`src/rtl/rng_sampler.sv`:
```
// rtl/rng_sampler.sv - uniform value sampler built from a serial LFSR bit stream
//
// Assembles WIDTH serial LFSR bits (first bit lands in the MSB) into a word and
// returns it when it is below LIMIT. Words at or above LIMIT are rejected and
// resampled. After MAX_RETRY rejections the sampler returns 0 with fallback=1.
// An all-zero LFSR state seen while shifting latches lock_err. While lock_err
// is set, further requests are refused until reset.
//
// Optional macro RNG_SAMPLER_STATS_EN adds reject_cnt, a saturating count of
// rejected words.
//
// Ports:
//   clk        system clock
//   rst        asynchronous active-low reset
//   rand_bit   LFSR feedback bit, one new bit per clock
//   lfsr_state current LFSR state, watched for lock-up while shifting
//   req        sample request, taken only while ready=1
//   ack        consumer accepts value, taken only while valid=1
//   ready      sampler idle and able to take req
//   value      sampled value, stable while valid=1
//   valid      value available, held until ack
//   fallback   value is the fallback 0 because the retry budget ran out
//   lock_err   sticky: LFSR seen at 4'b0000 during sampling
//   reject_cnt (RNG_SAMPLER_STATS_EN only) saturating rejected-word count
module rng_sampler #(
  parameter int WIDTH     = 8,
  parameter int LIMIT     = 160,
  parameter int MAX_RETRY = 4
) (
  input  logic             clk,
  input  logic             rst,
  input  logic             rand_bit,
  input  logic [3:0]       lfsr_state,
  input  logic             req,
  input  logic             ack,
  output logic             ready,
  output logic [WIDTH-1:0] value,
  output logic             valid,
  output logic             fallback,
  output logic             lock_err
`ifdef RNG_SAMPLER_STATS_EN
  ,
  output logic [15:0]      reject_cnt
`endif
);

  typedef enum logic [1:0] {S_IDLE, S_SHIFT, S_CHECK, S_HOLD} state_t;

  localparam int             BCW      = $clog2(WIDTH + 1);
  localparam logic [BCW-1:0] LAST_BIT = BCW'(WIDTH - 1);
  // One extra bit so LIMIT == 2^WIDTH is representable and always passes.
  localparam logic [WIDTH:0] LIMIT_X  = (WIDTH + 1)'(LIMIT);
  localparam logic [3:0]     LAST_TRY = 4'(MAX_RETRY - 1);

  state_t             state_q, state_d;
  logic [WIDTH-1:0]   sr_q, sr_d;
  logic [BCW-1:0]     bit_cnt_q, bit_cnt_d;
  logic [3:0]         retry_cnt_q, retry_cnt_d;
  logic [WIDTH-1:0]   value_q, value_d;
  logic               valid_q, valid_d;
  logic               fallback_q, fallback_d;
  logic               lock_err_q, lock_err_d;
`ifdef RNG_SAMPLER_STATS_EN
  logic [15:0]        reject_cnt_q, reject_cnt_d;
`endif

  logic word_ok;
  logic lock_seen;
  logic start;

  assign word_ok   = ({1'b0, sr_q} < LIMIT_X);
  assign lock_seen = (lfsr_state == 4'b0000);
  assign start     = req && !lock_err_q;

  // State register and datapath flops
  always_ff @(posedge clk or negedge rst) begin
    if (!rst) begin
      state_q      <= S_IDLE;
      sr_q         <= '0;
      bit_cnt_q    <= '0;
      retry_cnt_q  <= '0;
      value_q      <= '0;
      valid_q      <= 1'b0;
      fallback_q   <= 1'b0;
      lock_err_q   <= 1'b0;
`ifdef RNG_SAMPLER_STATS_EN
      reject_cnt_q <= '0;
`endif
    end else begin
      state_q      <= state_d;
      sr_q         <= sr_d;
      bit_cnt_q    <= bit_cnt_d;
      retry_cnt_q  <= retry_cnt_d;
      value_q      <= value_d;
      valid_q      <= valid_d;
      fallback_q   <= fallback_d;
      lock_err_q   <= lock_err_d;
`ifdef RNG_SAMPLER_STATS_EN
      reject_cnt_q <= reject_cnt_d;
`endif
    end
  end

  // Next-state logic
  always_comb begin
    state_d = state_q;
    case (state_q)
      S_IDLE:  if (start) state_d = S_SHIFT;
      S_SHIFT: begin
        if (lock_seen)                  state_d = S_IDLE;
        else if (bit_cnt_q == LAST_BIT) state_d = S_CHECK;
      end
      S_CHECK: begin
        if (word_ok || retry_cnt_q == LAST_TRY) state_d = S_HOLD;
        else                                    state_d = S_SHIFT;
      end
      S_HOLD:  if (ack) state_d = S_IDLE;
      default: state_d = S_IDLE;
    endcase
  end

  // Datapath next values
  always_comb begin
    sr_d         = sr_q;
    bit_cnt_d    = bit_cnt_q;
    retry_cnt_d  = retry_cnt_q;
    value_d      = value_q;
    valid_d      = valid_q;
    fallback_d   = fallback_q;
    lock_err_d   = lock_err_q;
`ifdef RNG_SAMPLER_STATS_EN
    reject_cnt_d = reject_cnt_q;
`endif
    case (state_q)
      S_IDLE: begin
        if (start) begin
          bit_cnt_d   = '0;
          retry_cnt_d = '0;
        end
      end
      S_SHIFT: begin
        // Lock-up aborts the sample; the partial word is simply abandoned.
        if (lock_seen) begin
          lock_err_d = 1'b1;
        end else begin
          sr_d      = {sr_q[WIDTH-2:0], rand_bit};
          bit_cnt_d = bit_cnt_q + BCW'(1);
        end
      end
      S_CHECK: begin
        if (word_ok) begin
          value_d    = sr_q;
          fallback_d = 1'b0;
          valid_d    = 1'b1;
        end else begin
`ifdef RNG_SAMPLER_STATS_EN
          if (reject_cnt_q != 16'hFFFF) reject_cnt_d = reject_cnt_q + 16'd1;
`endif
          if (retry_cnt_q == LAST_TRY) begin
            value_d    = '0;
            fallback_d = 1'b1;
            valid_d    = 1'b1;
          end else begin
            retry_cnt_d = retry_cnt_q + 4'd1;
            bit_cnt_d   = '0;
          end
        end
      end
      S_HOLD: begin
        if (ack) begin
          valid_d    = 1'b0;
          fallback_d = 1'b0;
        end
      end
      default: ;
    endcase
  end

  // Outputs
  always_comb begin
    ready = (state_q == S_IDLE);
  end

  assign value    = value_q;
  assign valid    = valid_q;
  assign fallback = fallback_q;
  assign lock_err = lock_err_q;
`ifdef RNG_SAMPLER_STATS_EN
  assign reject_cnt = reject_cnt_q;
`endif

endmodule

```
`config.mk`:
```
export PLATFORM = sky130hd
export DESIGN_NAME = rng_sampler
export DESIGN_NICKNAME = d
export VERILOG_FILES = /design/src/rtl/rng_sampler.sv
export SDC_FILE = /design/constraint.sdc
export NUM_CORES = 1
export LEC_CHECK = 0
export BUFFER_PORTS_ARGS = -buffer_cell sky130_fd_sc_hd__buf_4
export CAP_MARGIN = 20
export CORE_UTILIZATION = 35
export CTS_CLUSTER_DIAMETER = 40
export DETAILED_ROUTE_END_ITERATION = 6
export SETUP_SLACK_MARGIN = 0.1
export SYNTH_ARGS = -nofsm -noshare
export SYNTH_HDL_FRONTEND = slang
export SYNTH_SLANG_ARGS = --single-unit
```
`constraint.sdc`:
```
create_clock -name clk -period 5 [get_ports clk]
set_clock_uncertainty 0.15 [all_clocks]
set_input_delay 1 -clock clk [delete_from_list [all_inputs] [get_ports clk]]
set_output_delay 1 -clock clk [all_outputs]
set_load 0.05 [all_outputs]
```
==> summary.txt <==
Outcome
  • Run status: completed

Global route
  • Number of antenna violations at the first check in global routing: 0
  • Global-route wire length before repair: 5.04 mm
  • Combined global-route utilization of all metal layers: 0.159
  • Pin count of the biggest net entering global routing: 30
  • Via count of the first global-routing pass: 1111
  • Global-route congestion overflow total: 0

Floorplanning
  • Die height: 64.9 um
  • Num ports: 21
  • Die Outline Area: 4210 um2
  • Cell Rows: 22
  • Die outline width: 64.9 um
  • Starting density of the core: 0.373
  • Core outline area: 3720 um2

Cells and area
  • Fraction of final layout cells sized beyond drive strength 1: 0.210
  • Number of standard cells in the final layout excluding fillers: 210
  • # nets final: 172
  • Area growth syn-to-layout: 21.6%
  • Antenna cell count: 0
  • Final-layout fill cell count: 367
  • Layout Cell Area excl Fill: 1680 um2

Logic synthesis
  • Average instance area after synthesis: 9.96 um2
  • Cell taking the most area after synthesis: dfrtp_1
  • Area fraction of the dominant cell type after synthesis: 0.524
  • Area contributors post-synth: dfrtp_1, nand2_1, a22o_1, o21ai_0, nand3_1
  • Synthesized instance count: 139
  • Synthesized net count: 150
  • Sequential cell area fraction in the yosys report: 0.524
  • Flop and latch count out of synthesis: 29
  • Syn. warnings: 0
  • Post-Synthesis Cell Area: 1390 um2
  • Synth cell types: 39

STA
  • Tcrit/Tclk final: 0.506
  • RSZ-0062 raised after global routing: false
  • Worst setup margin: 2.47 ns
  • F_max: 0.395 GHz
  • Worst slew margin relative to its limit: 0.503
  • Final hold vios: 0
  • Total negative setup slack: 0 ns
  • Post-layout min period: 2.53 ns
  • Final-report setup violation count: 0
  • Final Max Slew Viols: 0
  • Worst Max-Slew Pin Slew: 0.738 ns

Worst hold path
  • Hold Path Origin: valid
  • WHS Endpoint: valid
  • Class of the tightest hold or removal check: register to register
  • Count of cells along the worst hold path: 2

Setup path
  • Crit end category: output pin
  • Critical path data required time: 3.85 ns
  • Reg2reg path depth: 5
  • Terminus of the critical flop-to-flop path: state_q[1]
  • Type of the worst setup path: register to output pin
  • R2R setup slack: 2.85 ns
  • CP Launch Type: register
  • Reg-to-reg critical path startpoint: retry_cnt_q[0]
  • Top fanout value on the critical path: 19
  • Critical path arrival: 1.38 ns

Place
  • Pre-CTS worst setup slack: 2.39 ns
  • Routability congestion estimate: 0.783
  • DP HPWL: 2.04 mm
  • Port Buf Inserts: 20
  • Post-Place Cell Area: 1570 um2
  • Total instance count after detailed placement: 202

Detailed routing
  • Post-route DRC violation count: 0
  • Vias per std cell: 5.34
  • Wire length after detailed routing: 2.97 mm
  • Via Count: 1121
  • Iteration count of the initial detailed-routing pass: 4
  • Routed wire per std cell: 14.2 um
  • Number of DRC markers in iteration 0: 56
  • Antenna violation net count after detailed routing: 0

Clock network
  • Clock-pin slew reported for the worst setup and hold paths after clock tree synthesis: 0.06 ns
  • Max H-tree Level: 2
  • Clock tree from TritonCTS: done
  • Clock tree root driver cell: clkbuf_8
  • Clock Sink Count: 29
  • Hold-fix buffers at CTS: 0
  • Insertion delay of the later-clocked pin in the worst-skew pair: 0.28 ns
  • Setup fix buffers added after clock tree synthesis: 0
  • Inserted Clock Buffers: 5
  • Number of buffers on the longest clock path: 2
  • Post-CTS resize count: 0

Power and ir drop
  • Static power due to leakage: 0.780 nW
  • Worst supply voltage drop on vdd: 0.267 mV
  • Power density cells: 699 nW/um2

Job
  • Count of max-cap constraint violations: 0
## sequential cells by signal, summed over array words and instances, names as in the netlist
register / cells
fallback: 1
retry_cnt_q: 4
bit_cnt_q: 4
state_q: 2
lock_err: 1
sr_q: 8
valid: 1
value: 8
## routing by layer
| layer | vias to the layer above | global-route usage | share of wire |
|---|---|---|---|
| met5 | - | 0 | 0 |
| met1 | 552 | 0.203 | 0.48 |
| li1 | 539 | - | - |
| met3 | 6 | 0.0546 | 0.051 |
| met4 | 0 | 0.0583 | 0.015 |
| met2 | 24 | 0.249 | 0.45 |
## logic make-up after synthesis
logic type | after synthesis | share of synthesized area
adders and majority gates | 2 | 0.0181
and+or+nand+nor | 63 | 0.234
DFF | 29 | 0.524
AOI/OAI and AO/OA | 34 | 0.182
muxes | 1 | 0.00723
buffers and inverters | 10 | 0.0343
## synthesized netlist by cell type, drive strengths merged
cell type	count
o41ai	1
dfrtp	29
or3b	1
a21o	1
o221ai	1
buf	3
nor3	3
nor4b	1
mux2i	1
a21oi	3
nand3	7
inv	4
a22o	8
a31oi	2
or4	1
o21ai	10
or2	1
o31ai	1
nand2b	4
nand3b	2
clkbuf	3
o311ai	1
a21boi	1
nor2b	3
o32ai	1
and2	2
o211ai	1
o21a	1
o2111ai	1
nor4	1
a2bb2oi	1
ha	2
nand2	32
nor3b	2
nor2	3
## power by group
| part | internal (W) | total, W | switching (W) |
|---|---|---|---|
| clock | 0.000162 | 0.000249 | 0.0000866 |
| sequential | 0.000327 | 0.000436 | 0.000109 |
| combinational | 0.000173 | 0.000491 | 0.000318 |
## final cells by class
type,count,area [um2],area share
timing repair buffer,21,155,0.0921
tap,48,60.1,0.0357
sequential,29,726,0.431
clock buffer,7,86.3,0.0513
clock inverter,1,30.0,0.0178
inverter,4,15.0,0.00892
multi-input combinational,100,612,0.363
## worst max-delay path by stage
| stage | endpoint | start | slack, ns |
|---|---|---|---|
| floorplan | ready | state_q[1] | 2.49 |
| global placement | state_q[1] | lfsr_state[1] | 2.42 |
| detailed placement | state_q[1] | lfsr_state[1] | 2.39 |
| CTS | ready | state_q[1] | 2.45 |
| global route | ready | state_q[1] | 2.38 |
| finish | ready | state_q[1] | 2.47 |
## cells in the final DEF (no fill, tap or decap), types with 2 or more instances in the layout
cell,synthesis,routed
nand2_1,32,32
clkbuf_8,0,6
dfrtp_1,29,29
nor2_1,3,3
a22o_1,8,8
and2_1,2,2
o21ai_0,10,10
nand2b_1,4,4
nand3_1,7,7
nand3b_1,2,2
nor2b_1,3,3
nor3_1,2,2
ha_1,2,2
inv_1,4,4
buf_4,0,20
a21oi_1,3,3
## critical path: stages (launching register included)
cell     delay, ns
dfrtp_1       0.76
nor2_1        0.12
buf_4         0.22
## per-stage QoR
stage / hold WS, ns / utilization / power (W)
4_1_cts: 0.341 / 0.453 / 0.00119
5_1_grt: 0.361 / 0.453 / 0.00125
2_1_floorplan: 0.311 / - / 0.000794
3_5_place_dp: 0.326 / 0.422 / 0.000932
3_3_place_gp: 0.316 / 0.421 / 0.000921
6_report: 0.339 / 0.453 / 0.00118
No activity file was read; power rests on OpenSTA's default activity.
